### config.mk
export PLATFORM = sky130hd
export DESIGN_NAME = carfield_mem_demux
export DESIGN_NICKNAME = d
export VERILOG_FILES = /design/src/rtl/carfield_mem_demux.sv
export SDC_FILE = /design/constraint.sdc
export NUM_CORES = 1
export LEC_CHECK = 0
export ABC_AREA = 1
export CORE_AREA = 2 2 352 354
export CTS_CLUSTER_DIAMETER = 80
export DETAILED_ROUTE_END_ITERATION = 12
export DIE_AREA = 0 0 354 356
export HOLD_SLACK_MARGIN = 0.15
export PLACE_DENSITY = 0.42
export SYNTH_ARGS = -nofsm -noshare
export SYNTH_HDL_FRONTEND = slang
export SYNTH_SLANG_ARGS = --single-unit
### constraint.sdc
create_clock -name clk_i -period 5.6 [get_ports clk_i]
set_clock_uncertainty 0.05 [all_clocks]
set_input_delay 0.84 -clock clk_i [delete_from_list [all_inputs] [get_ports clk_i]]
set_output_delay 0.84 -clock clk_i [all_outputs]
set_load 0.1 [all_outputs]
### src/rtl/carfield_mem_demux.sv
`default_nettype none
// ============================================================================
// Module   : carfield_mem_demux
// Brief    : Address-decoding req/gnt/rvalid demultiplexer with in-order
//            response tracking and an internal decode-error responder.
// Revision : 1.0 - initial release
// ============================================================================
module carfield_mem_demux #(
    parameter int unsigned NumRules       = 4,
    parameter int unsigned AddrWidth      = 64,
    parameter int unsigned DataWidth      = 32,
    parameter int unsigned MaxOutstanding = 4
) (
    input  logic                            clk_i,
    input  logic                            rst_ni,
    input  logic [NumRules-1:0]             rule_en_i,
    input  logic [NumRules*AddrWidth-1:0]   rule_base_i,
    input  logic [NumRules*AddrWidth-1:0]   rule_size_i,
    input  logic                            req_i,
    input  logic [AddrWidth-1:0]            addr_i,
    input  logic                            we_i,
    input  logic [DataWidth-1:0]            wdata_i,
    input  logic [DataWidth/8-1:0]          be_i,
    output logic                            gnt_o,
    output logic                            rvalid_o,
    output logic [DataWidth-1:0]            rdata_o,
    output logic                            err_o,
    output logic [NumRules-1:0]             port_req_o,
    output logic [AddrWidth-1:0]            port_addr_o,
    output logic                            port_we_o,
    output logic [DataWidth-1:0]            port_wdata_o,
    output logic [DataWidth/8-1:0]          port_be_o,
    input  logic [NumRules-1:0]             port_gnt_i,
    input  logic [NumRules-1:0]             port_rvalid_i,
    input  logic [NumRules*DataWidth-1:0]   port_rdata_i,
    input  logic [NumRules-1:0]             port_err_i
);

    localparam int unsigned      c_TGT_W   = $clog2(NumRules + 1);
    localparam int unsigned      c_CNT_W   = $clog2(MaxOutstanding + 1);
    localparam logic [c_TGT_W-1:0] c_ERR_TGT = c_TGT_W'(NumRules);
    localparam logic [c_CNT_W-1:0] c_CNT_MAX = c_CNT_W'(MaxOutstanding);
    localparam logic [c_CNT_W-1:0] c_CNT_ONE = c_CNT_W'(1);

    logic [c_CNT_W-1:0]   r_cnt;
    logic [c_TGT_W-1:0]   r_last;
    logic                 r_err_pend;

    logic [NumRules-1:0]  w_match;
    logic [c_TGT_W-1:0]   w_tgt;
    logic                 w_is_err;
    logic                 w_cnt_nz;
    logic                 w_last_err;
    logic                 w_port_rvalid;
    logic [DataWidth-1:0] w_port_rdata;
    logic                 w_port_err;
    logic [NumRules-1:0]  w_rsp_mask;
    logic                 w_tgt_gnt;
    logic                 w_order_ok;
    logic                 w_room_ok;
    logic                 w_issue;

    // ------------------------------------------------------------------
    // Address decode: offset compare avoids any base+size overflow path
    // ------------------------------------------------------------------
    for (genvar gi = 0; gi < NumRules; gi++) begin : g_rule
        logic [AddrWidth-1:0] w_base;
        logic [AddrWidth-1:0] w_size;
        logic [AddrWidth-1:0] w_off;

        assign w_base       = rule_base_i[gi*AddrWidth +: AddrWidth];
        assign w_size       = rule_size_i[gi*AddrWidth +: AddrWidth];
        assign w_off        = addr_i - w_base;
        assign w_match[gi]  = rule_en_i[gi] && (addr_i >= w_base) && (w_off < w_size);
    end

    // Descending scan so the lowest matching index is the final winner
    always_comb begin
        w_tgt = c_ERR_TGT;
        for (int i = int'(NumRules) - 1; i >= 0; i--) begin
            if (w_match[i]) begin
                w_tgt = c_TGT_W'(i);
            end
        end
    end

    assign w_is_err   = (w_tgt == c_ERR_TGT);
    assign w_cnt_nz   = (r_cnt != '0);
    assign w_last_err = (r_last == c_ERR_TGT);

    // ------------------------------------------------------------------
    // Response path: pass-through from the port that owns the outstanding
    // transactions; everything else is dropped
    // ------------------------------------------------------------------
    always_comb begin
        w_port_rvalid = 1'b0;
        w_port_rdata  = '0;
        w_port_err    = 1'b0;
        w_rsp_mask    = '0;
        for (int i = 0; i < int'(NumRules); i++) begin
            if (r_last == c_TGT_W'(i)) begin
                w_port_rvalid = port_rvalid_i[i];
                w_port_rdata  = port_rdata_i[i*DataWidth +: DataWidth];
                w_port_err    = port_err_i[i];
                w_rsp_mask[i] = w_cnt_nz;
            end
        end
    end

    assign rvalid_o = w_last_err ? r_err_pend : (w_port_rvalid && w_cnt_nz);
    assign rdata_o  = (w_last_err || !w_cnt_nz) ? '0 : w_port_rdata;
    assign err_o    = w_last_err ? r_err_pend : (w_port_err && w_cnt_nz);

    // ------------------------------------------------------------------
    // Issue control: a new target may start in the very cycle the final
    // outstanding response of the previous target retires
    // ------------------------------------------------------------------
    assign w_order_ok = !w_cnt_nz
                     || (w_tgt == r_last)
                     || ((r_cnt == c_CNT_ONE) && rvalid_o);
    assign w_room_ok  = (r_cnt < c_CNT_MAX) || rvalid_o;
    assign w_issue    = req_i && w_order_ok && w_room_ok;

    always_comb begin
        port_req_o = '0;
        w_tgt_gnt  = 1'b0;
        for (int i = 0; i < int'(NumRules); i++) begin
            if (w_tgt == c_TGT_W'(i)) begin
                port_req_o[i] = w_issue;
                w_tgt_gnt     = port_gnt_i[i];
            end
        end
    end

    assign gnt_o        = w_issue && (w_is_err || w_tgt_gnt);

    assign port_addr_o  = addr_i;
    assign port_we_o    = we_i;
    assign port_wdata_o = wdata_i;
    assign port_be_o    = be_i;

    // ------------------------------------------------------------------
    // Outstanding tracking
    // ------------------------------------------------------------------
    always_ff @(posedge clk_i or negedge rst_ni) begin
        if (!rst_ni) begin
            r_cnt      <= '0;
            r_last     <= '0;
            r_err_pend <= 1'b0;
        end else begin
            if (gnt_o) begin
                r_last <= w_tgt;
            end
            r_err_pend <= gnt_o && w_is_err;
            case ({gnt_o, rvalid_o})
                2'b10:   r_cnt <= r_cnt + c_CNT_ONE;
                2'b01:   r_cnt <= r_cnt - c_CNT_ONE;
                default: r_cnt <= r_cnt;
            endcase
        end
    end

`ifndef SYNTHESIS
    a_no_stray_rvalid : assert property (
        @(posedge clk_i) disable iff (!rst_ni)
        ((port_rvalid_i & ~w_rsp_mask) == '0)
    );
`endif

endmodule
`default_nettype wire

# Word-level counts from Yosys, hierarchy flattened
# Index checks and enable logic that the tools add are counted.
word_totals:
  reg_bits: 7
  latch_bits: 0
  ram_bits: 0
  mem_bits_ro: 0
  input_bits: 760
  output_inout_bits: 140
  word_cells: 83
  mem_count: 0
classes:
  addsub: 6
  n_mul: 0
  div_mod_pow: 0
  order_cmp: 9
  n_eq_ne: 12
  shifts: 0
  mux: 28
  bitwise: 0
  n_reduce_logical: 25
op_table:
  columns: ["op", "n"]
  rows:
  - ["64-bit >= comparator", 4]
  - ["64-bit less-than comparator", 4]
  - ["64-bit subtractor", 4]
  - ["32-bit 2-to-1 mux", 5]
  - ["1-bit 2-to-1 mux", 18]
  - ["1-bit logical AND", 15]
  - ["3-bit by 2-bit == test with 1-bit output (second input constant)", 4]
  - ["3-bit 2-to-1 mux", 4]
  - ["3-bit by 1-bit == test with 1-bit output (second input constant)", 3]
  - ["3-bit == test (second input constant)", 2]
  - ["3-bit zero test", 2]
  - ["3-bit case mux with 2 select lines", 1]
  - ["1-bit logical OR", 5]
  - ["3-bit by 1-bit adder with 3-bit output (second input constant)", 1]
  - ["3-bit == test", 1]
  - ["3-bit less-than comparator (second input constant)", 1]
  - ["3-bit nonzero test", 1]
  - ["3-bit by 1-bit subtractor with 3-bit output (second input constant)", 1]
  - ["2-bit by 1-bit == test with 1-bit output (second input constant)", 1]
  - ["2-bit == test (second input constant)", 1]
  - ["2-bit nonzero test", 1]
  - ["1-bit zero test", 1]

# Longest topological paths before layout
# Gate-level depths: netlist (run 1).
depth:
  word_depth: 16
  depth_mapped: 47
  depth_no_buf: 47

# Worst setup path before layout (run 1)
# No wires, ideal clock.
synth_path:
  path_kind: "input to output"
  startpoint: "input port addr_i[0]"
  endpoint: "output port port_req_o[0]"
  t_arrival_ns: 6.014
  required_ns: 4.710
  slack_ns: -1.304
  cell_stages: 36
  n_path_buf: 0
  path_cell_list: "inv_1 ha_1 inv_1 fa_1 nand2_1 clkinv_1 nand2_1 nand2_1 a21oi_1 o21bai_2 a21boi_2 o21ai_2 a21boi_2 o21ai_0 a21oi_1 o21ai_0 nand2_1 nand2_1 ha_1 nand2_1 nor2_1 nand4_1 nor3_1 and3_1 nand2_1 nand3_4 nand2_4 inv_4 nand2_1 nand2_1 nand2_1 nor2_2 nand2_2 nand2_4 nand2_4 nor2_1"
synth_between:
  elab_chain_cells: 13
  word_cells_on_any_way: 31
  classes_between: "add/sub (4); order compare (8); eq/ne (1); mux (5); reduce/logical (13)"
synth_rtl:
  columns: ["item", "line_no", "rtl"]
  rows:
  - ["from (decl)", "20", "input logic [AddrWidth-1:0] addr_i,"]
  - ["64-bit subtractor or 64-bit >= comparator (tied branches)", "73, 74", null]
  - ["64-bit less-than comparator or 1-bit logical AND (tied branches)", "74", "assign w_match[gi] = rule_en_i[gi] && (addr_i >= w_base) && (w_off < w_size);"]
  - ["1-bit logical AND", "74", null]
  - ["3-bit 2-to-1 mux (3 in series)", "81", "if (w_match[i]) begin"]
  - ["3-bit 2-to-1 mux (*)", "81", null]
  - ["3-bit == test", "119", "|| (w_tgt == r_last)"]
  - ["1-bit logical OR", "119", null]
  - ["1-bit logical OR", "120", "|| ((r_cnt == c_CNT_ONE) && rvalid_o);"]
  - ["1-bit logical AND (2 in series)", "122", "assign w_issue = req_i && w_order_ok && w_room_ok;"]
  - ["1-bit 2-to-1 mux (*)", "128", "if (w_tgt == c_TGT_W'(i)) begin"]
  - ["to (decl)", "28", "output logic [NumRules-1:0] port_req_o,"]
# Mark *: on every way between the ends. The rest lies on a longest branch, timed or not.

# Final worst setup path (run 1)
layout_path:
  startpoint: "input port addr_i[24]"
  endpoint: "output port port_req_o[0]"
# The elaborated chain is that of the path after synthesis.

==> flow_summary.yaml, run 1 <==
status:
  status: "finished, violations left"
  violations: "setup timing"
yosys:
  synth_ff_type: "dfrtp_1"
  async_flop_share: 1.000
  synth.area.top_cells: "ha_1 (24%), inv_1 (14%), nand2_1 (13%)"
  ys_ff_latch: 7
  synth-edff-count: 0
  synth_common_cells: "inv_1 (1001), nand2_1 (896), ha_1 (513)"
  ys_seq_area_frac: 0.006679
  syn_nets: 5837
  netlist_area_um2: 26230
  synth_cells: 4560
  synth.distinct_cells: 59
  syn_avg_cell_area_um2: 5.751
  yosys_warnings: 0
  synth_top_area_cell: "ha_1"
  synth_top_area_frac: 0.2447
  yosysMostFrequentCell: "inv_1"
timing:
  slew_headroom: 0.2614
  hold_viol: 0
  finalMaxSlewViolations: 0
  tightest_slew_ps: 1104
  worst_hold_slack_ps: 454.2
  fin_crit_sh: 1.173
  rsz0062_at_grt: "true"
  fmax_mhz: 152.2
  setup_ws_ps: -969.7
  period_minus_slack_ps: 6570
  tns_ps: -5983
  setup_viol: 9
worst_setup_path:
  cp-end-kind: "output port"
  cp_max_fo: 4
  crit_path_start_kind: "input port"
  crit_path_max_incr_delay_ps: 300
  cpMostUsedCell: "nand2_4"
  required_ps: 4710
  critPathKind: "input port to output port"
  crit_slowest_cell: "xnor2_1"
  arrival_ps: 5680
power:
  power_switching_mw: 4.945
  power_leakage_nw: 25.90
  powerDensity_nw_per_um2: 171.3
  p_clk_frac: 0.014
  seq_power_share: 0.012
  intPower_mw: 3.789
  p_sw_frac: 0.5662
  max-vdd-ir-drop_mv: 0.1794
  power_frac_comb: 0.973
  finalPower_mw: 8.734
floorplanning:
  die_w_um: 354
  dieArea_um2: 126000
  coreArea_um2: 122700
  initial_core_util: 0.2138
  rows: 129
  chipHeight_um: 356
  ioPinCount: 900
global_route:
  grt_pass1_wl_mm: 233.2
  grt_antenna_before_repair: 32
  grt_max_degree: 50
  grt_use_total: 0.2438
  overflow: 0
  grt_pass1_vias: 38310
clock_network:
  cts_tree: "done"
  root_buffer: "clkbuf_16"
  numCtsBuffers: 3
  cts.sinks: 7
  clockBufferDepth: 2
  cts_hold_buf: 0
  clkTransAtPathRegs_ps: 40
  htreeDepth: 1
  insertion_delay_ps: 240
detailed_routing:
  drc: 0
  vias_per_cell: 4.447
  drt-total-wl_mm: 161.4
  wl_per_cell_um: 19.46
  first_pass_iters: 6
  vias: 36900
  drt_iter0_drc: 1807
  ant_nets: 0
placed_design:
  place_inst: 8164
  port_buffers: 825
  dp_hpwl_mm: 146.2
  gp_congestion: 0.9460
worst_hold_path:
  hold_class: "flip-flop to flip-flop"
run:
  cap_violations: 0
layout:
  drive_gt1_frac: 0.3405
  syn_to_final_growth_pct: 94.42
  stdcell_count: 8298
  fin_nets: 7925
  fill_cells: 13090
==> power groups by stage <==
stage / Clock [mW] / Combinational [mW] / Sequential [mW]
floorplan: 0 / 4.41 / 0.0868
global placement: 0 / 7.72 / 0.105
detailed placement: 0 / 7.74 / 0.106
CTS: 0.126 / 8.41 / 0.106
global route: 0.132 / 9.17 / 0.109
finish: 0.126 / 8.50 / 0.107
==> final cells by class <==
type                            count  area (um2)  area share
Clock buffer                        4       78.83    0.001546
Timing Repair Buffer             2213       19240      0.3773
Sequential cell                     7       175.2    0.003435
Antenna cell                       14       35.03   0.0006871
Inverter                         1027        3872     0.07595
Multi-Input combinational cell   3396       25540      0.5009
Tap cell                         1637        2048     0.04017
==> sequential cells by signal (all words and copies together), names as in the netlist <==
name	cells
r_cnt	3
r_err_pend	1
r_last	3
==> critical path, delay by kind of cell <==
kind / cells / cell delay [ps]
fa+ha+maj: 2 / 570
simple gates: 23 / 2210
compound gates: 3 / 230
xor+xnor: 1 / 300
buf+inv: 11 / 1490
==> per-layer routing <==
metal	vias up	track usage	wire length, um
met3	145	0.02423	5969
met5	-	0	97
met1	17080	0.3108	72470
met2	766	0.4431	79290
met4	14	0.04720	3624
li1	18890	-	-
==> per-stage QoR <==
step	utilization	instance area (um2)	setup WS (ps)
3_3_place_gp	0.3737	45850	-1694
2_1_floorplan	-	26370	-689.6
5_1_grt	0.4156	50980	-1211
3_5_place_dp	0.3737	45850	-1719
6_report	0.4157	50990	-969.7
4_1_cts	0.4104	50350	-928.1
==> worst paths after layout <==
kind                            start             to  slack (ps)  cells after the start
hold reg to reg              r_cnt[2]       r_cnt[2]         450                      2
setup / recovery           addr_i[24]  port_req_o[0]        -970                     40
min in group asynchronous      rst_ni       r_cnt[0]         840                      1
max in group asynchronous      rst_ni      r_last[1]        4390                      1
setup reg to reg            r_last[1]       r_cnt[2]        1440                     17
hold / removal               r_cnt[2]       r_cnt[2]         450                      2
==> repair_timing <==
| item | in CTS | in global routing |
|---|---|---|
| resized for setup | 989 | 113 |
| setup buffers | 101 | 19 |
| cloned | 0 | 0 |
| setup endpoints to repair | 12 | 12 |
| pin swaps | 302 | 98 |
==> cells by family (layout without fill, tap and decap cells) <==
group / count (synthesis) / after routing / synth area share
XOR/XNOR: 248 / 248 / 0.08282
AND/OR/NAND/NOR: 1666 / 1666 / 0.2720
other: 0 / 14 / 0
AO/OA/AOI/OAI: 965 / 965 / 0.2103
flip-flops: 7 / 7 / 0.006679
buffers and inverters: 1157 / 3244 / 0.1803
adder cells (fa/ha/maj): 517 / 517 / 0.2478
==> cells in the final DEF, fill, tap and decap left out, types with 17 or more instances in the layout <==
| cell type | synthesis | routed |
|---|---|---|
| nor3_1 | 35 | 22 |
| xnor2_1 | 100 | 97 |
| nand2_4 | 10 | 35 |
| nand2_1 | 896 | 773 |
| inv_2 | 23 | 98 |
| buf_4 | 101 | 1338 |
| nand3_2 | 6 | 29 |
| a21o_1 | 26 | 26 |
| nand4_1 | 66 | 66 |
| dlygate4sd2_1 | 0 | 85 |
| inv_1 | 1001 | 923 |
| buf_12 | 0 | 50 |
| xor2_1 | 148 | 139 |
| a41oi_1 | 18 | 17 |
| o21ai_1 | 16 | 53 |
| buf_6 | 0 | 39 |
| o21ai_0 | 187 | 118 |
| nand3_1 | 129 | 98 |
| o21a_1 | 29 | 29 |
| a21oi_2 | 1 | 115 |
| nor2_2 | 18 | 57 |
| ha_1 | 513 | 393 |
| nor2_1 | 425 | 356 |
| o21ai_2 | 7 | 26 |
| a31oi_1 | 74 | 54 |
| nand2_2 | 22 | 119 |
| a21oi_1 | 498 | 352 |
| nor2_4 | 2 | 32 |
| o211ai_1 | 19 | 19 |
| clkdlybuf4s50_1 | 0 | 672 |
| a21oi_4 | 0 | 32 |
| ha_4 | 0 | 115 |
| o21bai_1 | 24 | 19 |
Note: power is estimated with default switching activity, not from simulation.
==> inputs of run 2 (changes only) <==
- CORE_AREA: 2 2 352 354 -> 2 2 354 356
- DIE_AREA: 0 0 354 356 -> 0 0 356 358
- DONT_BUFFER_PORTS: not set -> 1
- PLACE_DENSITY: 0.42 -> 0.32
==> flow_summary.yaml, run 2 (synthesis results as in run 1) <==
status:
  violations: "setup timing"
  status: "finished, violations left"
timing:
  slew_headroom: 0.4189
  tightest_slew_ps: 870.7
  finalMaxSlewViolations: 0
  setup_viol: 8
  period_minus_slack_ps: 6337
  tns_ps: -4101
  worst_hold_slack_ps: 253.2
  hold_viol: 0
  setup_ws_ps: -736.7
  rsz0062_at_grt: "true"
  fmax_mhz: 157.8
  fin_crit_sh: 1.132
worst_setup_path:
  critPathKind: "input port to output port"
  timing.critical_path.buf_inv: 7
  arrival_ps: 5450
  required_ps: 4710
  r2r_cells: 14
  r2r-start: "r_last[0]"
  crit_slowest_cell: "fa_2"
  crit_path_max_incr_delay_ps: 340
  cp_top_family: "simple AND/OR/NAND/NOR gates"
  r2r_slack_ps: 2150
  critPathCapture: "port_req_o[3]"
  path_depth: 39
  cp-end-kind: "output port"
  cp-startpoint: "addr_i[0]"
  rr_endpoint: "r_cnt[2]"
  cp_max_fo: 4
  crit_path_start_kind: "input port"
  cpMostUsedCell: "nand2_2"
power:
  p_sw_frac: 0.5969
  seq_power_share: 0.016
  max-vdd-ir-drop_mv: 0.5601
  power_switching_mw: 4.342
  power_leakage_nw: 21.08
  p_clk_frac: 0.017
  powerDensity_nw_per_um2: 191.7
  intPower_mw: 2.932
  power_frac_comb: 0.968
layout:
  fill_cells: 14100
  finalInstanceArea_um2: 37940
  stdcell_count: 7294
  syn_to_final_growth_pct: 44.67
  utilization: 0.3077
  layout_common_cells: "buf_4 (1193), inv_1 (992), nand2_1 (869)"
  final_common_cell: "buf_4"
  fin_nets: 6925
  largestRegisters: "r_cnt: 3 flops, r_last: 3 flops, r_err_pend: 1 flops"
  drive_gt1_frac: 0.2697
detailed_routing:
  drt_iter0_drc: 1444
  vias: 32600
  wl_per_cell_um: 20.29
  ant_nets: 0
  drt-total-wl_mm: 148.0
  first_pass_iters: 5
  vias_per_cell: 4.469
  drc: 0
floorplanning:
  rows: 129
  coreArea_um2: 123300
  dieArea_um2: 127400
  initial_core_util: 0.2127
  chipHeight_um: 358
  die_w_um: 356
  ioPinCount: 900
clock_network:
  root_buffer: "clkbuf_16"
  cts.sinks: 7
  clkTransAtPathRegs_ps: 40
  numCtsBuffers: 3
  insertion_delay_ps: 230
  cts_hold_buf: 0
  htreeDepth: 1
  cts_tree: "done"
  clockBufferDepth: 2
global_route:
  grt_pass1_wl_mm: 210.1
  overflow: 0
  grt_use_total: 0.2221
  grt_antenna_before_repair: 37
  grt_max_degree: 38
  grt_pass1_vias: 34040
worst_hold_path:
  hold_class: "input port to async pin"
placed_design:
  gp_congestion: 0.9387
  dp_hpwl_mm: 137.5
  port_buffers: 0
  place_inst: 7259
  placed_area_um2: 37020
run:
  cap_violations: 0
## run 2: worst reg2reg max path, delay by kind of cell (launching register included)
family	cells	cell delay, ps
buffers and inverters	4	890
flip-flops	1	760
AO/OA/AOI/OAI	5	750
AND/OR/NAND/NOR	3	450
adder cells (fa/ha/maj)	1	310
XOR/XNOR	1	130
## run 2: worst min-delay path by stage
stage / start / endpoint / slack [ps]
after floorplan: r_cnt[2] / r_cnt[2] / 420
after global placement: r_cnt[2] / r_cnt[2] / 430
after detailed placement: r_cnt[2] / r_cnt[2] / 440
after CTS: rst_ni / r_cnt[2] / 250
after global routing: rst_ni / r_cnt[2] / 250
final: rst_ni / r_cnt[2] / 250
## run 2: metrics by stage
| stage | setup WS (ps) | power, mW |
|---|---|---|
| after floorplan | -689.6 | 4.494 |
| after global routing | -1060 | 7.963 |
| final | -736.7 | 7.273 |
| after detailed placement | -1150 | 7.031 |
| after global placement | -1212 | 7.061 |
| after CTS | -814.2 | 7.288 |
## run 2: power by group through the flow
stage	clock network (mW)	logic, mW	registers [mW]
after floorplan	0	4.41	0.0868
after global placement	0	6.95	0.115
after detailed placement	0	6.92	0.114
after CTS	0.125	7.05	0.113
after global routing	0.129	7.72	0.118
final	0.121	7.04	0.114
## run 2: routing by layer
layer | GRT usage | up-vias | share of wire
li1 | - | 16920 | -
met1 | 0.2628 | 14740 | 0.42
met2 | 0.4175 | 746 | 0.51
met3 | 0.02840 | 165 | 0.042
met4 | 0.05738 | 30 | 0.028
met5 | 0 | - | 0.0014
## run 2: area by class of cell
class / count / area, um2 / area share
Sequential cell: 7 / 175.2 / 0.004617
Multi-Input combinational cell: 3396 / 22440 / 0.5915
Clock buffer: 4 / 78.83 / 0.002077
Timing Repair Buffer: 1213 / 9281 / 0.2446
Inverter: 1027 / 3890 / 0.1025
Tap cell: 1637 / 2048 / 0.05398
Antenna cell: 10 / 25.02 / 0.0006595
## run 2: repair_timing
item	in CTS	in global routing
gates resized for setup	105	76
buffers inserted	9	12
pin swaps	42	63
setup endpoints to repair	11	12
